`config.mk`:
```
export PLATFORM = sky130hd
export DESIGN_NAME = fractal_view_ctrl
export DESIGN_NICKNAME = d
export VERILOG_FILES = /design/src/rtl/fractal_view_ctrl.sv
export SDC_FILE = /design/constraint.sdc
export NUM_CORES = 1
export LEC_CHECK = 0
export CAP_MARGIN = 20
export CORE_MARGIN = 10
export CORE_UTILIZATION = 40
export DETAILED_ROUTE_END_ITERATION = 10
export DONT_BUFFER_PORTS = 1
export PLACE_DENSITY = 0.66
export SYNTH_ARGS = -nofsm -noshare
export SYNTH_HDL_FRONTEND = slang
export SYNTH_SLANG_ARGS = --single-unit
export TNS_END_PERCENT = 100
```
`constraint.sdc`:
```
create_clock -name Clk_100M -period 8 [get_ports Clk_100M]
set_input_delay 0.8 -clock Clk_100M [delete_from_list [all_inputs] [get_ports Clk_100M]]
set_output_delay 0.8 -clock Clk_100M [all_outputs]
set_load 0.1 [all_outputs]
```
`src/rtl/fractal_view_ctrl.sv`:
```
// View-window owner and render sequencer for the fractal engine: applies pan/zoom/home
// commands about the frame centre, then restarts the engine and waits for frame done.
module fractal_view_ctrl #(
  parameter logic signed [15:0] START_X0  = 16'shE000,
  parameter logic signed [15:0] START_Y0  = 16'shE000,
  parameter logic        [15:0] STEP_X0   = 16'd25,
  parameter logic        [15:0] STEP_Y0   = 16'd34,
  parameter int                 HALF_W    = 320,
  parameter int                 HALF_H    = 240,
  parameter int                 PAN_SHIFT = 5,
  parameter logic        [15:0] STEP_MIN  = 16'd1,
  parameter logic        [15:0] STEP_MAX  = 16'd2048,
  parameter int                 RST_CYC   = 4,
  parameter logic        [23:0] WAIT_MAX  = 24'hFFFFFF
) (
  input  logic               Clk_100M,
  input  logic               reset,
  input  logic               cmd_valid,
  input  logic [2:0]         cmd,
  output logic               cmd_ready,
  input  logic               frame_done,
  output logic               frac_reset,
  output logic signed [15:0] startX,
  output logic signed [15:0] startY,
  output logic        [15:0] stepX,
  output logic        [15:0] stepY,
  output logic               busy,
  output logic signed [3:0]  zoom_level,
  output logic               timeout
);

  typedef enum logic [1:0] {IDLE, APPLY, LAUNCH, WAIT} state_t;

  typedef enum logic [2:0] {
    CMD_NOP, CMD_LEFT, CMD_RIGHT, CMD_UP, CMD_DOWN, CMD_ZOOM_IN, CMD_ZOOM_OUT, CMD_HOME
  } cmd_t;

  localparam logic [7:0]  RST_LAST  = 8'(RST_CYC - 1);
  localparam logic [23:0] WAIT_LAST = WAIT_MAX - 24'd1;

  state_t state_q, state_d;
  cmd_t   cmd_q;
  logic [7:0]  rstCnt_q, rstCnt_d;
  logic [23:0] waitCnt_q, waitCnt_d;
  logic timeout_q, timeout_d;
  logic cmdReady_q, busy_q, fracReset_q;
  logic fdPrev_q;
  logic accept, commit;

  logic signed [15:0] startX_q, startY_q, startX_n, startY_n;
  logic        [15:0] stepX_q, stepY_q, stepX_n, stepY_n;
  logic signed [3:0]  zoom_q, zoom_n;
  logic forceRender, changed, zoomInOk, zoomOutOk;

  logic signed [31:0] startXw, startYw, stepXw, stepYw, halfXw, halfYw, panXw, panYw;

  function automatic logic signed [15:0] sat16(input logic signed [31:0] v);
    if (v > 32'sd32767)       return 16'sh7FFF;
    else if (v < -32'sd32768) return 16'sh8000;
    else                      return v[15:0];
  endfunction

  assign startXw = 32'(startX_q);
  assign startYw = 32'(startY_q);
  assign stepXw  = $signed({16'd0, stepX_q});
  assign stepYw  = $signed({16'd0, stepY_q});
  assign halfXw  = $signed({17'd0, stepX_q[15:1]});
  assign halfYw  = $signed({17'd0, stepY_q[15:1]});
  assign panXw   = stepXw <<< PAN_SHIFT;
  assign panYw   = stepYw <<< PAN_SHIFT;

  // Zoom moves both axes together, so both steps must have room and the level must not wrap.
  assign zoomInOk  = ({1'b0, stepX_q} >= {STEP_MIN, 1'b0}) &&
                     ({1'b0, stepY_q} >= {STEP_MIN, 1'b0}) && (zoom_q != 4'sd7);
  assign zoomOutOk = (stepX_q <= (STEP_MAX >> 1)) && (stepY_q <= (STEP_MAX >> 1)) &&
                     (zoom_q != 4'sb1000);

  always_comb begin
    startX_n    = startX_q;
    startY_n    = startY_q;
    stepX_n     = stepX_q;
    stepY_n     = stepY_q;
    zoom_n      = zoom_q;
    forceRender = 1'b0;
    case (cmd_q)
      CMD_LEFT:  startX_n = sat16(startXw - panXw);
      CMD_RIGHT: startX_n = sat16(startXw + panXw);
      CMD_UP:    startY_n = sat16(startYw - panYw);
      CMD_DOWN:  startY_n = sat16(startYw + panYw);
      CMD_ZOOM_IN: begin
        if (zoomInOk) begin
          stepX_n  = stepX_q >> 1;
          stepY_n  = stepY_q >> 1;
          startX_n = sat16(startXw + halfXw * HALF_W);
          startY_n = sat16(startYw + halfYw * HALF_H);
          zoom_n   = zoom_q + 4'sd1;
        end
      end
      CMD_ZOOM_OUT: begin
        if (zoomOutOk) begin
          stepX_n  = stepX_q << 1;
          stepY_n  = stepY_q << 1;
          startX_n = sat16(startXw - stepXw * HALF_W);
          startY_n = sat16(startYw - stepYw * HALF_H);
          zoom_n   = zoom_q - 4'sd1;
        end
      end
      CMD_HOME: begin
        startX_n    = START_X0;
        startY_n    = START_Y0;
        stepX_n     = STEP_X0;
        stepY_n     = STEP_Y0;
        zoom_n      = 4'sd0;
        forceRender = 1'b1;
      end
      default: ;
    endcase
    changed = forceRender || (startX_n != startX_q) || (startY_n != startY_q) ||
              (stepX_n != stepX_q) || (stepY_n != stepY_q) || (zoom_n != zoom_q);
  end

  // A frame-done already high when WAIT is entered must not count, hence the edge detect.
  always_comb begin
    state_d   = state_q;
    rstCnt_d  = rstCnt_q;
    waitCnt_d = waitCnt_q;
    timeout_d = timeout_q;
    accept    = 1'b0;
    commit    = 1'b0;
    case (state_q)
      IDLE: begin
        if (cmd_valid && cmdReady_q) begin
          accept  = 1'b1;
          state_d = APPLY;
        end
      end
      APPLY: begin
        if (changed) begin
          commit   = 1'b1;
          rstCnt_d = 8'd0;
          state_d  = LAUNCH;
        end else begin
          state_d = IDLE;
        end
      end
      LAUNCH: begin
        if (rstCnt_q == RST_LAST) begin
          rstCnt_d  = 8'd0;
          waitCnt_d = 24'd0;
          state_d   = WAIT;
        end else begin
          rstCnt_d = rstCnt_q + 8'd1;
        end
      end
      WAIT: begin
        if (frame_done && !fdPrev_q) begin
          state_d = IDLE;
        end else if (waitCnt_q == WAIT_LAST) begin
          timeout_d = 1'b1;
          state_d   = IDLE;
        end else begin
          waitCnt_d = waitCnt_q + 24'd1;
        end
      end
      default: state_d = LAUNCH;
    endcase
  end

  always_ff @(posedge Clk_100M) begin
    fdPrev_q <= frame_done;
  end

  // Handshake outputs are registered from the next state so they line up with state_q.
  always_ff @(posedge Clk_100M) begin
    if (reset) begin
      state_q     <= LAUNCH;
      cmd_q       <= CMD_NOP;
      rstCnt_q    <= 8'd0;
      waitCnt_q   <= 24'd0;
      timeout_q   <= 1'b0;
      cmdReady_q  <= 1'b0;
      busy_q      <= 1'b0;
      fracReset_q <= 1'b1;
      startX_q    <= START_X0;
      startY_q    <= START_Y0;
      stepX_q     <= STEP_X0;
      stepY_q     <= STEP_Y0;
      zoom_q      <= 4'sd0;
    end else begin
      state_q     <= state_d;
      rstCnt_q    <= rstCnt_d;
      waitCnt_q   <= waitCnt_d;
      timeout_q   <= timeout_d;
      cmdReady_q  <= (state_d == IDLE);
      busy_q      <= (state_d == LAUNCH) || (state_d == WAIT);
      fracReset_q <= (state_d == LAUNCH);
      if (accept) begin
        cmd_q <= cmd_t'(cmd);
      end
      if (commit) begin
        startX_q <= startX_n;
        startY_q <= startY_n;
        stepX_q  <= stepX_n;
        stepY_q  <= stepY_n;
        zoom_q   <= zoom_n;
      end
    end
  end

  assign cmd_ready  = cmdReady_q;
  assign busy       = busy_q;
  assign frac_reset = fracReset_q;
  assign timeout    = timeout_q;
  assign startX     = startX_q;
  assign startY     = startY_q;
  assign stepX      = stepX_q;
  assign stepY      = stepY_q;
  assign zoom_level = zoom_q;

endmodule

```
==> results of run 1 <==
what timing repair did:
item	CTS	global route
pin swaps	4	60
resized for setup	14	121
setup endpoints to repair	72	80
setup buffers	3	34
gates cloned	0	4
per-stage QoR:
step	power [mW]	cells	hold slack [ns]	TNS [ns]	setup WS, ns
after floorplan	0.6984	2760	0.4484	0	0.005542
after global placement	0.7231	3454	0.4623	-2.979	-0.1670
after detailed placement	0.7252	3455	0.4778	-7.272	-0.2232
after CTS	1.213	3474	0.4126	0	0.005612
after global routing	1.246	3515	0.4072	-8.388	-0.1921
final	1.211	3515	0.4224	0	0.1617
layer usage:
layer	vias to the layer above	GRT usage, %
li1	10459	-
met1	10885	36.10
met2	1240	37.72
met3	167	6.324
met4	6	6.174
met5	-	0
synth_stat cells (all sizes together), types with 40 or more instances:
master  count
nor2      219
nand2     231
a21oi     295
nor3       64
o211ai     62
ha        224
nor2b      40
nand4      62
nand3      81
a211oi     70
inv       154
xnor2      90
a21o       48
clkbuf    104
xor2       66
o21ai     188
fa         41
dfxtp     110
cells in the final DEF (no fill, tap or decap), types with 12 or more instances in the layout:
master	count
fa_1	38
o21ai_0	163
inv_1	146
nor2b_1	40
xnor2_1	85
ha_1	212
dfxtp_2	14
nor3b_1	14
nand4_1	62
a22oi_1	19
o211ai_1	62
nor4_1	29
o21ai_1	21
a21o_1	48
and3_1	23
dfxtp_1	91
a211oi_1	47
a21oi_1	274
xor2_1	63
a211oi_2	22
nand2_1	225
nor3_1	56
buf_4	200
o31ai_1	17
or3_1	30
o21bai_1	19
a31oi_1	25
and2_1	28
o221ai_1	15
or2_2	21
nor2_1	211
nand3_1	80
nand2b_1	31
o21a_1	28
a21oi_2	21
o2111ai_1	12
sequential cells by signal, summed over array words and instances (netlist names):
name and flops:
busy 1, zoom_level 4, state_q 2, startX 16
startY 16, cmd_ready 1, cmd_q 3, timeout 1
rstCnt_q 8, stepY 16, fdPrev_q 1, waitCnt_q 24
stepX 16, frac_reset 1
area by class of cell:
| type | instances | area (um2) |
|---|---|---|
| multi-input cells | 2356 | 17210 |
| clock buffers | 9 | 225.2 |
| fillers | 4969 | 26250 |
| inverters | 157 | 611.8 |
| repair buffers | 211 | 1699 |
| flip-flops and latches | 110 | 2238 |
| clock inverters | 7 | 86.33 |
| diodes | 1 | 2.502 |
| well taps | 664 | 830.8 |
where the power goes:
group          internal (mW)  switching [mW]  total (mW)
clock                  0.226           0.268       0.494
combinational         0.0398          0.0761       0.116
sequential             0.560          0.0417       0.601
worst max-delay path, delay by kind of cell, from the launching register on:
family,cells,cell delay [ns]
AOI/OAI and AO/OA,14,2.61
adders and majority gates,4,1.84
and+or+nand+nor,9,1.38
buffers and inverters,7,1.15
DFF,1,0.38
xor gates and xnor gates,2,0.34
worst max-delay path by stage:
stage / from / to / slack, ns / cells after the start
6_report: stepY[2] / startY[15] / 0.16 / 36
5_1_grt: stepY[4] / startY[15] / -0.19 / 36
4_1_cts: stepY[9] / rstCnt_q[1] / 0.006 / 34
3_5_place_dp: stepY[1] / startX[1] / -0.22 / 30
3_3_place_gp: stepY[1] / startY[15] / -0.17 / 30
2_1_floorplan: stepY[11] / stepX[0] / 0.006 / 35
kinds of logic (layout without fill, tap and decap cells):
family	count (synthesis)	count (layout)	synth area share [%]
and+or+nand+nor	933	935	23.60
adders and majority gates	265	265	18.12
buffers and inverters	296	384	5.826
xor gates and xnor gates	156	156	6.833
DFF	110	110	11.01
other	0	1	0
muxes	18	18	0.9449
AOI/OAI and AO/OA	982	982	33.66
==> impl_metrics.py, run 1 <==
metrics = {
    "cells_and_area": {
        "final_util_pct": 46.61,
        "layout.nets": 3117,
        "postLayoutCellArea_um2": 22910,
        "areaGrowthSynthToFinish_pct": 14.57,
        "drive_above_1_share_pct": 15.75,
    },
    "setup_path": {
        "slowest_delay_ns": 0.63,
        "critPathRequiredTime_ns": 8.24,
        "cp-end-kind": "flop",
        "cp_max_fo": 30,
        "crit_path_start_kind": "flop",
        "crit_type": "reg2reg",
        "cp_data_arrival_time_ns": 8.08,
        "slowest_stage": "fa_2",
        "rr_startpoint": "stepY[2]",
        "reg2reg_setup_slack_ns": 0.16,
        "cp_common_cell": "buf_4",
        "r2r_cells": 36,
        "worst_r2r_endpoint": "startY[15]",
    },
    "place": {
        "place_area_um2": 21610,
        "gp_congestion": 1.035,
        "hpwl_mm": 63.54,
        "portBuffers": 0,
    },
    "sta": {
        "setup_viol": 0,
        "slew_viol_final": 0,
        "relSlewSlack_pct": 22.85,
        "period_share_pct": 97.98,
        "worst_pin_slew_ns": 1.150,
        "fmax_mhz": 127.6,
        "rsz0062_at_grt": "true",
        "finalHoldViolCount": 0,
        "fin_crit_ns": 7.838,
        "finClkSkew_ns": 0.01881,
    },
    "synthesis": {
        "synth.cell_area_um2": 20000,
        "synth_ff_type": "dfxtp_1",
        "synth_top_area_share_pct": 14.02,
        "syn_nets": 3032,
        "synth_area_leaders": "ha_1, dfxtp_1, a21oi_1, o21ai_0, nand2_1",
        "ys_ff_latch": 110,
        "synthArstFlopShare_pct": 0,
        "synth_top_area_cell": "ha_1",
        "synth-edff-count": 0,
        "yosysUniqueCellTypes": 104,
        "netlist_instances": 2760,
        "avgSynthCellArea_um2": 7.245,
        "seq_area_frac_synth_pct": 11.01,
        "yosysWarnings": 0,
    },
    "drt": {
        "wirelength_mm": 81.36,
        "firstDrtPassIters": 6,
        "wl_per_cell_um": 23.15,
        "route.met3.wl_mm": 9.010,
        "via_per_inst": 6.474,
        "vias": 22757,
        "wirelength_met1_mm": 35.53,
        "ant_nets": 0,
        "top_layer_used": "met5",
        "dr_wl_met2_mm": 34.64,
        "drc": 0,
        "drt_iter0_drc": 2587,
    },
    "global_routing": {
        "grt_pass1_wl_mm": 122.4,
        "grt_pass1_vias": 20620,
        "grt_usage_pct": 25.47,
        "overflow": 0,
        "grt_max_degree": 74,
        "antenna_found_initial": 5,
    },
    "hold_path": {
        "worstHoldPathCells": 0,
        "worstHoldStart": "frame_done",
        "hold_end": "fdPrev_q",
        "hp-class": "in2reg",
    },
    "die": {
        "row_count": 81,
        "die_y_um": 243.6,
        "die_w_um": 243.6,
        "die_area_um2": 59330,
        "io_pins": 79,
        "coreArea_um2": 49150,
        "initial_core_util_pct": 40.68,
    },
    "pwr": {
        "leakage_nw": 9.074,
        "p_per_area_nw_per_um2": 52.86,
        "vdd_drop_max_mv": 0.09093,
    },
    "clocking": {
        "root_buffer": "clkbuf_16",
        "cts_buffer_depth": 2,
        "numCtsBuffers": 9,
        "clk_pin_slew_worst_paths_ns": 0.08,
        "hold_buffers": 0,
        "clk-insertion-delay-late_ns": 0.40,
        "cts_tree": "yes",
        "h-tree-depth": 3,
        "cts.sinks": 110,
    },
    "status": {
        "status": "complete, no violations",
    },
    "flow_run": {
        "drv_cap": 0,
    },
}
(Power assumes the default switching activity.)
==> run 2: changes to the inputs <==
--- a/config.mk
+++ b/config.mk
@@ -7,10 +7,10 @@
 export LEC_CHECK = 0
 export CAP_MARGIN = 20
 export CORE_MARGIN = 10
-export CORE_UTILIZATION = 40
+export CORE_UTILIZATION = 47
 export DETAILED_ROUTE_END_ITERATION = 10
 export DONT_BUFFER_PORTS = 1
-export PLACE_DENSITY = 0.66
+export PLACE_DENSITY = 0.74
 export SYNTH_ARGS = -nofsm -noshare
 export SYNTH_HDL_FRONTEND = slang
 export SYNTH_SLANG_ARGS = --single-unit
==> run 2 against run 1 <==
Against the previous run: power rose by 1.9%; clock power rose by 4%; count of clock-buffer cells in the layout did not move; sequential power barely moved; wire length fell by 0.83%; cell area barely moved; sequential share of layout area barely moved; worst setup slack got worse by 0.15 ns; critical path depth fell by 3; worst hold slack improved by 0.0028 ns; via count rose by 1.6%; critical path type unchanged.
==> impl_metrics.py, run 2 (synthesized netlist as in run 1, its figures left out) <==
metrics = {
    "hold_path": {
        "worstHoldStart": "frame_done",
        "hp-class": "in2reg",
    },
    "sta": {
        "fin_hold_ws_ns": 0.4252,
        "fin_crit_ns": 7.993,
        "relSlewSlack_pct": 8.639,
        "fmax_mhz": 125.1,
        "period_share_pct": 99.91,
        "finalHoldViolCount": 0,
        "slew_viol_final": 0,
        "setup_viol": 0,
        "worst_pin_slew_ns": 1.361,
        "rsz0062_at_grt": "true",
        "finClkSkew_ns": 0.01470,
    },
    "die": {
        "row_count": 75,
        "coreArea_um2": 42040,
        "io_pins": 79,
        "initial_core_util_pct": 47.56,
        "die_area_um2": 51190,
        "die_w_um": 226.3,
        "die_y_um": 226.3,
    },
    "clocking": {
        "clk-insertion-delay-late_ns": 0.40,
        "cts_tree": "yes",
        "cts_buffer_depth": 2,
        "root_buffer": "clkbuf_16",
        "numCtsBuffers": 9,
        "cts.sinks": 110,
        "h-tree-depth": 3,
        "clk_pin_slew_worst_paths_ns": 0.10,
    },
    "drt": {
        "wl_per_cell_um": 23.72,
        "ant_nets": 0,
        "firstDrtPassIters": 7,
        "vias": 23115,
        "via_per_inst": 6.795,
        "drc": 0,
        "wirelength_mm": 80.69,
        "drt_iter0_drc": 2901,
    },
    "global_routing": {
        "grt_usage_pct": 29.36,
        "grt_pass1_vias": 20944,
        "grt_max_degree": 74,
        "grt_pass1_wl_mm": 120.5,
        "antenna_found_initial": 5,
        "overflow": 0,
    },
    "setup_path": {
        "crit_path_start_kind": "flop",
        "rr_startpoint": "stepY[9]",
        "crit_type": "reg2reg",
        "cp-end-kind": "flop",
        "cp_common_cell": "a21oi_2",
        "slowest_delay_ns": 0.56,
        "critPathRequiredTime_ns": 8.34,
        "cp_data_arrival_time_ns": 8.33,
        "crit_path_start": "stepY[9]",
        "slowest_stage": "fa_1",
        "cp_max_fo": 7,
    },
    "cells_and_area": {
        "layout.nets": 3128,
        "drive_above_1_share_pct": 16.18,
        "fill_cells": 4000,
        "final_cell_mix": "a21oi_1, nand2_1, nor2_1, ha_1, buf_4",
        "layout_commonest_cell": "a21oi_1",
        "largest_register_ffs": 24,
        "top_register": "waitCnt_q",
        "areaGrowthSynthToFinish_pct": 14.67,
        "seq_area_um2": 2240,
        "multi_input_area_um2": 17290,
    },
    "pwr": {
        "internal_power_mw": 0.8326,
        "p_sw_mw": 0.4009,
        "power_frac_seq_pct": 48.6,
        "vdd_drop_max_mv": 0.1366,
        "switching_share_pct": 32.50,
        "pwr-share-comb_pct": 9.8,
        "clkPwrFrac_pct": 41.6,
        "p_per_area_nw_per_um2": 53.80,
        "leakage_nw": 9.173,
        "power_mw": 1.234,
    },
    "place": {
        "gp_congestion": 1.067,
        "portBuffers": 0,
        "hpwl_mm": 62.47,
    },
    "flow_run": {
        "drv_cap": 0,
    },
    "status": {
        "status": "complete, no violations",
    },
}
## run 2: changes by cell type in the layout (fill, tap and decap cells not counted), sizes merged
cell,before,now
buf,208,217
clkinvlp,6,3
diode,1,2
inv,152,155
nor2,221,222
o21a,29,30
## run 2: path summary, 6_finish.rpt
check / end / slack (ns) / cells past startpoint
min: fdPrev_q / 0.43 / 0
min reg2reg: waitCnt_q[20] / 0.49 / 2
max: rstCnt_q[7] / 0.007 / 33
max reg2reg: rstCnt_q[7] / 0.007 / 33
## run 2: timing repair
item                       in CTS  in global routing
cloned                          1                  6
hold buffers                    0                  0
pin swaps                       2                 80
setup endpoints to repair      69                 80
gates resized for setup         4                153
setup buffers                   0                 28
## run 2: worst max-delay path, delay by kind of cell, from the launching register on
kind	cells	cell delay, ns
AOI/OAI and AO/OA	15	3.39
adders and majority gates	4	1.59
and+or+nand+nor	7	1.41
buffers and inverters	5	0.77
xor gates and xnor gates	2	0.39
DFF	1	0.37
## run 2: power groups by stage
stage / logic (mW) / clock network, mW / registers [mW]
CTS: 0.112 / 0.515 / 0.599
finish: 0.121 / 0.513 / 0.599
global placement: 0.109 / 0 / 0.611
floorplan: 0.0776 / 0 / 0.621
detailed placement: 0.111 / 0 / 0.612
global route: 0.131 / 0.534 / 0.602
## run 2: routing by layer
| layer | track usage [%] | up-vias | wire length [um] |
|---|---|---|---|
| met3 | 8.579 | 244 | 9990 |
| li1 | - | 10479 | - |
| met2 | 43.22 | 1356 | 33720 |
| met1 | 40.63 | 11030 | 34240 |
| met4 | 8.050 | 6 | 2706 |
| met5 | 0 | - | 30 |
## run 2: cell type report
| cell class | instances | area share (%) |
|---|---|---|
| Antenna cell | 2 | 0.02183 |
| Clock buffer | 9 | 0.9822 |
| Clock inverter | 7 | 0.4529 |
| Inverter | 157 | 2.619 |
| Multi-Input combinational cell | 2358 | 75.41 |
| Sequential cell | 110 | 9.768 |
| Tap cell | 539 | 2.941 |
| Timing Repair Buffer | 220 | 7.809 |
## run 2: through the flow
stage	util (%)	setup WS (ns)	TNS [ns]	std cells	area, um2
2_1_floorplan	-	0.005542	0	2760	20020
3_5_place_dp	51.29	-0.2211	-5.623	3347	21560
4_1_cts	52.13	0.01188	0	3364	21920
3_3_place_gp	51.29	-0.2531	-8.211	3347	21560
5_1_grt	54.54	-0.2626	-11.67	3401	22930
6_report	54.54	0.007376	0	3402	22930
